File: config.mk
export PLATFORM = sky130hd
export DESIGN_NAME = npu_vec_mac_flat
export DESIGN_NICKNAME = d
export VERILOG_FILES = /design/src/rtl/npu_vec_mac_if.sv /design/src/rtl/npu_vec_mac.sv /design/src/flat_wrapper.sv
export SDC_FILE = /design/constraint.sdc
export NUM_CORES = 2
export LEC_CHECK = 0
export CAP_MARGIN = 25
export CORE_MARGIN = 2
export CORE_UTILIZATION = 45
export CTS_CLUSTER_DIAMETER = 150
export DETAILED_ROUTE_END_ITERATION = 8
export PLACE_DENSITY = 0.67
export SLEW_MARGIN = 5
export SYNTH_ARGS = -nofsm -noshare
export SYNTH_HDL_FRONTEND = slang
export SYNTH_SLANG_ARGS = --single-unit
File: constraint.sdc
create_clock -name clk -period 9.5 [get_ports clk]
set_input_delay 1.9 -clock clk [delete_from_list [all_inputs] [get_ports clk]]
set_output_delay 1.9 -clock clk [all_outputs]
set_load 0.005 [all_outputs]
File: src/rtl/npu_vec_mac_if.sv
// ----------------------------------------------------------------------------
// npu_vec_mac_if
//   Host access bus of the vector MAC engine (BRAM-style port A).
//
//   Handshake: there is no valid/ready pair. A transfer happens on every
//   rising clk edge where ena=1. wea selects write (1) or read (0). Read data
//   appears on douta the cycle after the read and holds until the next read.
//   The engine never stalls the host, so every access completes in one cycle.
//
//   Signals:
//     ena    host access enable
//     wea    1 = write, 0 = read
//     addra  [14:12] region, [5:4] lane, [3:0] tap
//     dina   write data
//     douta  registered read data
//     done_o window count exhausted and pipeline empty
// ----------------------------------------------------------------------------
interface npu_vec_mac_if;
    logic        ena;
    logic        wea;
    logic [15:0] addra;
    logic [31:0] dina;
    logic [31:0] douta;
    logic        done_o;

    modport master (output ena, wea, addra, dina, input douta, done_o);
    modport slave  (input ena, wea, addra, dina, output douta, done_o);
endinterface

File: src/rtl/npu_vec_mac.sv
// ----------------------------------------------------------------------------
// npu_vec_mac
//   Weight-stationary MAC engine. NUM_PE lanes each hold KLEN weights. Beats
//   of NUM_PE activation bytes are popped from an input FIFO. One window is
//   KLEN beats. At the end of a window the lane accumulators are summed,
//   post-processed (raw / ReLU / ReLU+sat255) and queued in a result FIFO
//   that the host reads. The engine runs for N windows after a start.
//
//   Ports:
//     clk        clock
//     rst_ni     asynchronous active-low reset
//     bus        host access bus (slave side), see npu_vec_mac_if
//     dbg_state  current FSM state (0 IDLE, 1 RUN, 2 DONE)
//
//   Host map (addra[14:12]):
//     1 W  push activation beat (byte i -> lane i)
//     2 W  weight[lane][tap] <= dina[7:0]
//     4 W  ctrl: bit0 start, bit1 stop, bit2 clear, [5:4] mode, bit6 act_signed
//     5 W  window count N       5 R  windows remaining
//     6 R  pop result (sign-extended)
//     7 R  status {in_count, out_count, 12'b0, unf, ovf, done, busy}
// ----------------------------------------------------------------------------
module npu_vec_mac #(
    parameter int NUM_PE    = 3,
    parameter int KLEN      = 3,
    parameter int DATA_W    = 8,
    parameter int ACC_W     = 24,
    parameter int IN_DEPTH  = 16,
    parameter int OUT_DEPTH = 8
) (
    input  logic               clk,
    input  logic               rst_ni,
    npu_vec_mac_if.slave       bus,
    output logic [1:0]         dbg_state
);

    localparam int BEAT_W  = NUM_PE * DATA_W;
    localparam int PROD_W  = 2 * DATA_W + 1;
    localparam int IN_AW   = $clog2(IN_DEPTH);
    localparam int OUT_AW  = $clog2(OUT_DEPTH);
    localparam int TAP_W   = (KLEN > 1) ? $clog2(KLEN) : 1;
    localparam int KLEN_M1 = KLEN - 1;

    localparam logic [IN_AW:0]     IN_CAP   = IN_DEPTH[IN_AW:0];
    localparam logic [OUT_AW:0]    OUT_CAP  = OUT_DEPTH[OUT_AW:0];
    localparam logic [TAP_W-1:0]   TAP_LAST = KLEN_M1[TAP_W-1:0];
    localparam logic [ACC_W-1:0]   SAT_MAX  = ACC_W'(255);

    typedef enum logic [1:0] {
        S_IDLE = 2'd0,
        S_RUN  = 2'd1,
        S_DONE = 2'd2
    } state_t;

    state_t state, state_nxt;

    // ---------------- host decode ----------------
    logic       host_wr, host_rd;
    logic [2:0] region;
    logic [1:0] lane_idx;
    logic [3:0] tap_idx;
    logic       ctrl_wr, start_p, stop_p, clr_p;
    logic       unused_ok;

    assign host_wr  = bus.ena &  bus.wea;
    assign host_rd  = bus.ena & ~bus.wea;
    assign region   = bus.addra[14:12];
    assign lane_idx = bus.addra[5:4];
    assign tap_idx  = bus.addra[3:0];
    assign ctrl_wr  = host_wr && (region == 3'd4);
    assign start_p  = ctrl_wr && bus.dina[0];
    assign stop_p   = ctrl_wr && bus.dina[1];
    assign clr_p    = ctrl_wr && bus.dina[2];
    assign unused_ok = &{1'b0, bus.addra, bus.dina};

    // ---------------- configuration ----------------
    logic [1:0]  mode;
    logic        act_signed;
    logic [15:0] n_cfg;
    logic [15:0] remaining;
    logic        load_rem;

    always_ff @(posedge clk or negedge rst_ni) begin
        if (!rst_ni) begin
            mode       <= 2'd0;
            act_signed <= 1'b0;
            n_cfg      <= 16'd0;
        end else begin
            if (ctrl_wr) begin
                mode       <= bus.dina[5:4];
                act_signed <= bus.dina[6];
            end
            if (host_wr && (region == 3'd5)) begin
                n_cfg <= bus.dina[15:0];
            end
        end
    end

    logic signed [DATA_W-1:0] weight [NUM_PE][KLEN];

    always_ff @(posedge clk or negedge rst_ni) begin
        if (!rst_ni) begin
            for (int l = 0; l < NUM_PE; l++) begin
                for (int k = 0; k < KLEN; k++) begin
                    weight[l][k] <= '0;
                end
            end
        end else if (host_wr && (region == 3'd2)) begin
            // Loop match keeps out-of-range lane/tap writes harmless.
            for (int l = 0; l < NUM_PE; l++) begin
                for (int k = 0; k < KLEN; k++) begin
                    if ((int'(lane_idx) == l) && (int'(tap_idx) == k)) begin
                        weight[l][k] <= bus.dina[DATA_W-1:0];
                    end
                end
            end
        end
    end

    // ---------------- activation FIFO ----------------
    logic [BEAT_W-1:0] in_mem [IN_DEPTH];
    logic [IN_AW-1:0]  in_wp, in_rp;
    logic [IN_AW:0]    in_count;
    logic              in_empty, in_full, in_push_req, in_push;
    logic [BEAT_W-1:0] in_head;
    logic              eng_pop;

    assign in_empty    = (in_count == '0);
    assign in_full     = (in_count == IN_CAP);
    assign in_push_req = host_wr && (region == 3'd1);
    // A full FIFO still accepts a push when the engine pops the same cycle.
    assign in_push     = in_push_req && (!in_full || eng_pop);
    assign in_head     = in_mem[in_rp];

    always_ff @(posedge clk) begin
        if (in_push) begin
            in_mem[in_wp] <= bus.dina[BEAT_W-1:0];
        end
    end

    always_ff @(posedge clk or negedge rst_ni) begin
        if (!rst_ni) begin
            in_wp    <= '0;
            in_rp    <= '0;
            in_count <= '0;
        end else if (clr_p) begin
            in_wp    <= '0;
            in_rp    <= '0;
            in_count <= '0;
        end else begin
            if (in_push) in_wp <= in_wp + 1'b1;
            if (eng_pop) in_rp <= in_rp + 1'b1;
            case ({in_push, eng_pop})
                2'b10:   in_count <= in_count + 1'b1;
                2'b01:   in_count <= in_count - 1'b1;
                default: in_count <= in_count;
            endcase
        end
    end

    // ---------------- lane datapath ----------------
    logic [ACC_W-1:0]         acc [NUM_PE];
    logic [ACC_W-1:0]         prod [NUM_PE];
    logic [TAP_W-1:0]         tap_cnt;
    logic                     res_valid;   // window sum is being formed this cycle
    logic [DATA_W-1:0]        act_byte;
    logic signed [DATA_W:0]   act_ext;
    logic signed [PROD_W-1:0] prod_full;
    logic [ACC_W-1:0]         acc_sum;
    logic [ACC_W-1:0]         res_postop;

    always_comb begin
        act_byte  = '0;
        act_ext   = '0;
        prod_full = '0;
        for (int l = 0; l < NUM_PE; l++) begin
            act_byte  = in_head[l*DATA_W +: DATA_W];
            act_ext   = {act_signed & act_byte[DATA_W-1], act_byte};
            prod_full = PROD_W'(act_ext) * PROD_W'(weight[l][tap_cnt]);
            prod[l]   = ACC_W'(prod_full);
        end
    end

    always_comb begin
        acc_sum = '0;
        for (int l = 0; l < NUM_PE; l++) begin
            acc_sum = acc_sum + acc[l];
        end
    end

    always_comb begin
        res_postop = acc_sum;
        case (mode)
            2'd1: begin
                if (acc_sum[ACC_W-1]) res_postop = '0;
            end
            2'd2: begin
                if (acc_sum[ACC_W-1])       res_postop = '0;
                else if (acc_sum > SAT_MAX) res_postop = SAT_MAX;
            end
            default: res_postop = acc_sum;
        endcase
    end

    always_ff @(posedge clk or negedge rst_ni) begin
        if (!rst_ni) begin
            for (int l = 0; l < NUM_PE; l++) acc[l] <= '0;
            tap_cnt   <= '0;
            res_valid <= 1'b0;
        end else if (clr_p) begin
            for (int l = 0; l < NUM_PE; l++) acc[l] <= '0;
            tap_cnt   <= '0;
            res_valid <= 1'b0;
        end else begin
            // While the finished window is summed, a new first tap starts
            // from zero instead of the stale accumulator.
            for (int l = 0; l < NUM_PE; l++) begin
                if (eng_pop)        acc[l] <= (res_valid ? '0 : acc[l]) + prod[l];
                else if (res_valid) acc[l] <= '0;
            end
            if (eng_pop) begin
                tap_cnt   <= (tap_cnt == TAP_LAST) ? '0 : tap_cnt + 1'b1;
                res_valid <= (tap_cnt == TAP_LAST);
            end else begin
                res_valid <= 1'b0;
            end
        end
    end

    // ---------------- result FIFO ----------------
    logic [ACC_W-1:0]  out_mem [OUT_DEPTH];
    logic [OUT_AW-1:0] out_wp, out_rp;
    logic [OUT_AW:0]   out_count;
    logic              out_empty, out_full, out_push, out_pop, host_pop_req;
    logic              out_room, win_left;

    assign out_empty    = (out_count == '0);
    assign out_full     = (out_count == OUT_CAP);
    assign host_pop_req = host_rd && (region == 3'd6);
    assign out_pop      = host_pop_req && !out_empty;
    assign out_push     = res_valid && !clr_p && (!out_full || out_pop);

    // The window being summed already owns a result slot, so it is counted.
    assign out_room = (out_count + {{OUT_AW{1'b0}}, res_valid}) < OUT_CAP;
    // Do not start beats of a window beyond the programmed count.
    assign win_left = remaining > {15'b0, res_valid};
    assign eng_pop  = (state == S_RUN) && !in_empty && win_left && out_room;

    always_ff @(posedge clk) begin
        if (out_push) begin
            out_mem[out_wp] <= res_postop;
        end
    end

    always_ff @(posedge clk or negedge rst_ni) begin
        if (!rst_ni) begin
            out_wp    <= '0;
            out_rp    <= '0;
            out_count <= '0;
        end else if (clr_p) begin
            out_wp    <= '0;
            out_rp    <= '0;
            out_count <= '0;
        end else begin
            if (out_push) out_wp <= out_wp + 1'b1;
            if (out_pop)  out_rp <= out_rp + 1'b1;
            case ({out_push, out_pop})
                2'b10:   out_count <= out_count + 1'b1;
                2'b01:   out_count <= out_count - 1'b1;
                default: out_count <= out_count;
            endcase
        end
    end

    // ---------------- window count and sticky flags ----------------
    logic ovf, unf;

    always_ff @(posedge clk or negedge rst_ni) begin
        if (!rst_ni) begin
            remaining <= 16'd0;
            ovf       <= 1'b0;
            unf       <= 1'b0;
        end else if (clr_p) begin
            remaining <= 16'd0;
            ovf       <= 1'b0;
            unf       <= 1'b0;
        end else begin
            if (load_rem)                            remaining <= n_cfg;
            else if (res_valid && (remaining != '0)) remaining <= remaining - 1'b1;
            if (in_push_req && !in_push) ovf <= 1'b1;
            if (host_pop_req && out_empty) unf <= 1'b1;
        end
    end

    // ---------------- control FSM ----------------
    always_ff @(posedge clk or negedge rst_ni) begin
        if (!rst_ni) state <= S_IDLE;
        else         state <= state_nxt;
    end

    always_comb begin
        state_nxt = state;
        load_rem  = 1'b0;
        if (clr_p) begin
            state_nxt = S_IDLE;
        end else begin
            case (state)
                S_IDLE: begin
                    if (start_p) begin
                        if (n_cfg == '0) begin
                            state_nxt = S_DONE;
                        end else begin
                            state_nxt = S_RUN;
                            // A stopped run resumes; a fresh run reloads.
                            load_rem  = (remaining == '0);
                        end
                    end
                end
                S_RUN: begin
                    if (stop_p)
                        state_nxt = S_IDLE;
                    else if ((remaining == '0) && !res_valid)
                        state_nxt = S_DONE;
                end
                S_DONE: begin
                    if (start_p && (n_cfg != '0)) begin
                        state_nxt = S_RUN;
                        load_rem  = 1'b1;
                    end
                end
                default: state_nxt = S_IDLE;
            endcase
        end
    end

    // ---------------- host read port ----------------
    logic        done_w, busy_w;
    logic [31:0] status_w;

    assign done_w    = (state == S_DONE);
    assign busy_w    = (state == S_RUN);
    assign status_w  = {8'(in_count), 8'(out_count), 12'b0, unf, ovf, done_w, busy_w};
    assign bus.done_o = done_w;
    assign dbg_state  = state;

    always_ff @(posedge clk or negedge rst_ni) begin
        if (!rst_ni) begin
            bus.douta <= 32'd0;
        end else if (host_rd) begin
            case (region)
                3'd5:    bus.douta <= {16'd0, remaining};
                3'd6:    bus.douta <= out_empty ? 32'd0 : 32'($signed(out_mem[out_rp]));
                3'd7:    bus.douta <= status_w;
                default: bus.douta <= 32'd0;
            endcase
        end
    end

endmodule

File: src/flat_wrapper.sv
// flat-port wrapper written by rule: the top's interface ports become plain ports
module npu_vec_mac_flat 
#(
    parameter int NUM_PE    = 3,
    parameter int KLEN      = 3,
    parameter int DATA_W    = 8,
    parameter int ACC_W     = 24,
    parameter int IN_DEPTH  = 16,
    parameter int OUT_DEPTH = 8
)
  (clk, rst_ni, dbg_state, bus_ena, bus_wea, bus_addra, bus_dina, bus_douta, bus_done_o);
  npu_vec_mac_if bus_i ();
  input  logic clk;
  input  logic rst_ni;
  output logic [1:0] dbg_state;
  input wire logic [$bits(bus_i.ena)-1:0] bus_ena;
  input wire logic [$bits(bus_i.wea)-1:0] bus_wea;
  input wire logic [$bits(bus_i.addra)-1:0] bus_addra;
  input wire logic [$bits(bus_i.dina)-1:0] bus_dina;
  output wire logic [$bits(bus_i.douta)-1:0] bus_douta;
  output wire logic [$bits(bus_i.done_o)-1:0] bus_done_o;
  assign bus_i.ena = bus_ena;
  assign bus_i.wea = bus_wea;
  assign bus_i.addra = bus_addra;
  assign bus_i.dina = bus_dina;
  assign bus_douta = bus_i.douta;
  assign bus_done_o = bus_i.done_o;
  npu_vec_mac #(.NUM_PE(NUM_PE), .KLEN(KLEN), .DATA_W(DATA_W), .ACC_W(ACC_W), .IN_DEPTH(IN_DEPTH), .OUT_DEPTH(OUT_DEPTH)) u_core (.clk(clk), .rst_ni(rst_ni), .bus(bus_i), .dbg_state(dbg_state));
endmodule
# After elaboration in Yosys (flattened, before gate mapping)
# Memories as Yosys holds them, arrays and structs flattened.
# Cells that the tools add are included.
# totals
latchBits	0
mem_bits_ro	0
input_bits	52
elab_cells	212
out_inout_bits	35
mem_count	2
register_bits	241
ram_bits	576
# memory_table
name	depth	word_bits	read_ports	rd_clocked_by_memory_dff	wr	line	rtl
u_core.in_mem	16	24	1	0	1	npu_vec_mac.sv:121	logic [BEAT_W-1:0] in_mem [IN_DEPTH];
u_core.out_mem	8	24	1	0	1	npu_vec_mac.sv:231	logic [ACC_W-1:0] out_mem [OUT_DEPTH];
# op_classes
shift	0
n_eq_ne	24
addsub	16
div_mod_pow	0
reduce_logical	66
mux	62
multipliers	3
order_cmp	4
n_bitwise	7
# op_table
op	n
two-way mux 24 bit	7
adder 24 bit	5
one-hot mux 32 bit (3 select lines)	1
two-way mux 72 bit	1
multiplier 9 x 8 -> 17 bit	3
binary-select mux 8 bit (select 2 bit)	3
two-way mux 16 bit	3
two-way mux 8 bit	6
one-hot mux 24 bit (2 select lines)	1
two-way mux 23 bit	2
logical NOT 16 bit	2
two-way mux 32 bit	1
nonzero test 16 bit	2
logical AND 1 bit	29
> comparator 24 x 8 -> 1 bit (second input constant)	1
two-way mux 4 bit	5
two-way mux 2 bit	9
AND reduction 2 bit	9
> comparator 16 x 1 -> 1 bit	1
subtractor 16 x 1 -> 16 bit (second input constant)	1
equality test 2 bit (second input constant)	7
two-way mux 1 bit	14
adder 4 x 1 -> 4 bit (second input constant)	3
equality test 3 bit (second input constant)	4
34 further kinds	62

# Depth between registers and ports, before layout
# logic_depth
word_depth	11
ltp_mapped	37
depth_no_buf	33

# Worst setup path after synthesis
# OpenSTA, ideal clock, no wires.
# synth_timing
path_type	register to register
start	reg u_core.in_rp[0]
end	reg u_core.acc[21] in the netlist's numbering
period_less_slack_ns	8.212
n_path_buf	4
setup_slack_ns	1.288
setup_time_ns	0.132
t_required_ns	9.368
t_arrival_ns	8.081
stages_incl_launch_ff	31
path_cell_list	dfrtp_1 > buf_2 > buf_2 > buf_1 > mux4_2 > mux2_2 > o21ai_1 > nor2_1 > fa_1 > inv_1 > fa_1 > inv_1 > fa_1 > inv_1 > fa_1 > inv_1 > ha_1 > o21ai_0 > o21ai_1 > a31o_2 > o41ai_2 > xnor2_1 > clkbuf_1 > ha_1 > a21oi_1 > inv_1 > maj3_1 > a31oi_1 > mux2i_1 > xnor2_1 > nor2_1
# synth_between
elab_chain_cells	6
# synth_rtl
element	line	rtl
start: declaration	npu_vec_mac.sv:122	logic [IN_AW-1:0] in_wp, in_rp;
start signal: assignment	npu_vec_mac.sv:152	if (eng_pop) in_rp <= in_rp + 1'b1;
memory (16 x 24 bit) (*)	n/a	
bitwise AND 1 bit	npu_vec_mac.sv:178	act_ext = {act_signed & act_byte[DATA_W-1], act_byte};
multiplier 9 x 8 -> 17 bit (*)	npu_vec_mac.sv:179	prod_full = PROD_W'(act_ext) * PROD_W'(weight[l][tap_cnt]);
adder 24 bit (*)	npu_vec_mac.sv:218	if (eng_pop) acc[l] <= (res_valid ? '0 : acc[l]) + prod[l];
two-way mux 24 bit (*)	npu_vec_mac.sv:218	
two-way mux 72 bit (*)	npu_vec_mac.sv:210	end else if (clr_p) begin
end signal: indexed assignment	npu_vec_mac.sv:218	
end: declaration	npu_vec_mac.sv:162	logic [ACC_W-1:0] acc [NUM_PE];
# Every way passes the cells marked *; elsewhere a longest branch is shown, timed or not.
# A chain may end at the register's enable or synchronous reset.

# Worst setup path after layout
# layout_timing
start	reg u_core.in_rp[0]
end	reg u_core.acc[17] in the netlist's numbering
# Same word-level chain as after synthesis.

==> flow_summary.toml <==
[finish]
final_cell_mix = "edfxtp_1 (576), nor2_1 (377), inv_1 (325), nand2_1 (244), dfrtp_1 (231)"
finalNonFillerCells = 5232
final_cell_area_sq_um = 51670
area_delta_synth_final_pct = 11.98
final_nets = 4247
mostFrequentLayoutCell = "edfxtp_1"
drive_gt1_share_pct = 13.52
finish.utilization_pct = 50.78

[route]
num_vias = 29180
vias_per_cell = 5.577
wl_met1_mm = 49.39
wl_per_cell_um = 20.86
dr_wl_met2_mm = 51.61
drt_iter0_drc = 2369
drc_errors = 0
dr.pass1.iters = 5
top_layer_used = "met5"
postRouteAntennaNets = 0
drt_wl_total_mm = 109.1
route.met3.wl_mm = 5.956

[status]
status = "complete, no violations"

[clock_network]
cts_tree = "built"
htreeDepth = 3
clk_pin_slew_ps = 60
cts_buffers = 84
cts-root-buf = "clkbuf_16"
post_cts_buffers = 0
insertion_delay_ps = 660
clock-sinks = 814
ctsResizeCount = 0
holdBufCountCts = 0
clockBufferDepth = 3

[sta]
slew_violations = 0
tightest_slew_ps = 1148
clock_skew_ps = 35.02
period_needed_ps = 8920
slew_headroom_pct = 22.38
hold_violations = 0
fin_tns_setup_ps = 0
rsz0062_at_grt = "no"
finalSetupViolCount = 0
period_share_pct = 93.90
fmax_ghz = 0.1121

[yosys]
ys_warn_count = 0
ys.flop_type = "edfxtp_1"
synthCells = 3678
syn-cell-area_sq_um = 46140
avgSynthCellArea_sq_um = 12.54
synth_edf_count = 576
synth_seq_cells = 814
yosysSeqAreaShare_pct = 50.40
synth_cell_types = 80
syn-num-nets = 4131
async_flop_share_pct = 29.24

[critical_path]
r2r-start = "u_core.in_rp[0]$_DFFE_PN0P_"
crit_required_ps = 9980
crit_buf_inv = 5
slowest_delay_ps = 830
crit_path_top_delay_cell = "o21ai_0"
rrSetupSlack_ps = 580
worst-path-stages = 31
cp.arrival_ps = 9400
endpoint = "u_core.acc[17]$_DFF_PN0_"
critPathLaunchType = "flip-flop"
worstReg2RegEnd = "u_core.acc[17]$_DFF_PN0_"
endpoint_kind = "flip-flop"
r2r_cells = 31
criticalPathCategory = "flip-flop to flip-flop"
critical_path.startpoint = "u_core.in_rp[0]$_DFFE_PN0P_"
crit_fanout = 39
critPathTopFamily = "compound AO/OA/AOI/OAI gates"

[run]
maxCapViolCount = 0

[hold_path]
min-delay-start = "u_core.bus.douta[22]$_DFFE_PN0P_"
hold_path.class = "flip-flop to flip-flop"

[floorplanning]
start_util_pct = 45.35
core_sq_um = 101700
ioPinCount = 87
dieArea_sq_um = 105100
die_h_um = 324.2
die_w_um = 324.2
row_count = 117

[placed_design]
placed_cells = 5074
dp_hpwl_mm = 74.43
placed_area_sq_um = 48870
placement.io_buffers = 71
gp_congestion = 0.8818

[pwr]
power_density_nw_per_um2 = 283.9
total_power_mw = 14.67
power.leakage_nw = 20.76
peakVddDrop_v = 0.0003571

[grt]
grt_pass1_wl_mm = 172.6
grt_pass1_vias = 29830
groute.usage.overall_pct = 21.31
grt-ovfl-total = 0
antenna_found_initial = 5
grt_max_degree = 157
synth_stat cells (6+ instances only):
library cell    n  area share [%]
edfxtp_1      576              37
nor2_1        383             3.1
inv_1         326             2.7
nand2_1       244             2.0
dfrtp_1       238              13
fa_1          212             9.2
a21oi_1       194             2.1
ha_1          189             5.1
mux4_2        144             7.0
o21ai_0       115             1.2
mux2_2        105             2.6
xnor2_1       104             2.0
mux2i_1        93             2.0
clkbuf_1       88            0.72
nor2b_1        77             1.0
xor2_1         46            0.87
a21o_1         44            0.72
nor3_1         43            0.47
and2_1         38            0.52
a211oi_1       36            0.59
nand3_1        35            0.38
nand2b_1       26            0.35
and3_1         22            0.30
o21ai_1        22            0.24
or2_2          22            0.30
o21a_1         21            0.34
buf_1          20            0.16
buf_2          20            0.22
nand4_1        20            0.27
o21bai_1       19            0.31
a31oi_1        17            0.23
nor4_1         17            0.23
or3_1          17            0.23
o211ai_1       10            0.16
or4_1           6           0.098
metrics by stage:
stage                     hold WS [ps]  setup WS, ps
after detailed placement         469.8         625.2
after global routing             495.6         28.85
after CTS                        483.5         564.6
after floorplan                  449.2          1288
final                            481.1         579.6
after global placement           461.1         657.5
kinds of logic (layout without fill, tap and decap cells):
group,Yosys count,in the layout,share of synthesized area (%)
buffers and inverters,458,642,3.805
muxes,342,342,11.61
and+or+nand+nor,976,976,9.779
DFF,814,814,50.40
other,0,2,0
AOI/OAI and AO/OA,534,534,7.119
xor gates and xnor gates,152,152,2.945
adders and majority gates,402,402,14.35
metal layers:
metal / vias to the layer above / track usage (%)
met2: 808 / 34.93
li1: 13350 / -
met3: 149 / 2.615
met5: - / 0
met4: 2 / 5.319
met1: 14870 / 30.35
flip-flops by register name, summed over array words and instances (netlist names), 5 cells and up:
name	flops
u_core.acc	72
u_core.bus.douta	29
u_core.in_count	5
u_core.out_mem	192
u_core.n_cfg	16
u_core.remaining	16
u_core.in_mem	384
u_core.weight	72
report_power, final:
part	internal, mW	switching (mW)	total (mW)
registers	4.72	0.448	5.17
logic	2.42	3.77	6.20
clock network	1.90	1.40	3.30
total	9.04	5.62	14.7
worst register-to-register path, delay by kind of cell (launching register included):
kind / cells / cell delay, ps
AOI/OAI and AO/OA: 9 / 2530
xor gates and xnor gates: 2 / 260
adders and majority gates: 6 / 2520
buffers and inverters: 5 / 570
DFF: 1 / 680
muxes: 3 / 1340
and+or+nand+nor: 6 / 880
cell type report:
class / instances / area (sq um)
fill: 8627 / 50080
sequential: 814 / 23270
multi-input combinational: 2406 / 21180
clock buffer: 110 / 2313
tap: 1368 / 1712
timing repair buffer: 161 / 1506
inverter: 327 / 1227
clock inverter: 44 / 457.9
antenna: 2 / 5.005
how the worst min path moves through the flow:
stage | endpoint | slack, ps | cells after the start
floorplan | u_core.weight[16]$_DFFE_PN0P_ | 450 | 2
finish | u_core.bus.douta[22]$_DFFE_PN0P_ | 480 | 2
detailed placement | u_core.bus.douta[16]$_DFFE_PN0P_ | 470 | 2
global route | u_core.weight[64]$_DFFE_PN0P_ | 500 | 2
CTS | u_core.bus.douta[16]$_DFFE_PN0P_ | 480 | 2
global placement | u_core.weight[56]$_DFFE_PN0P_ | 460 | 2
(Power assumes the default switching activity.)
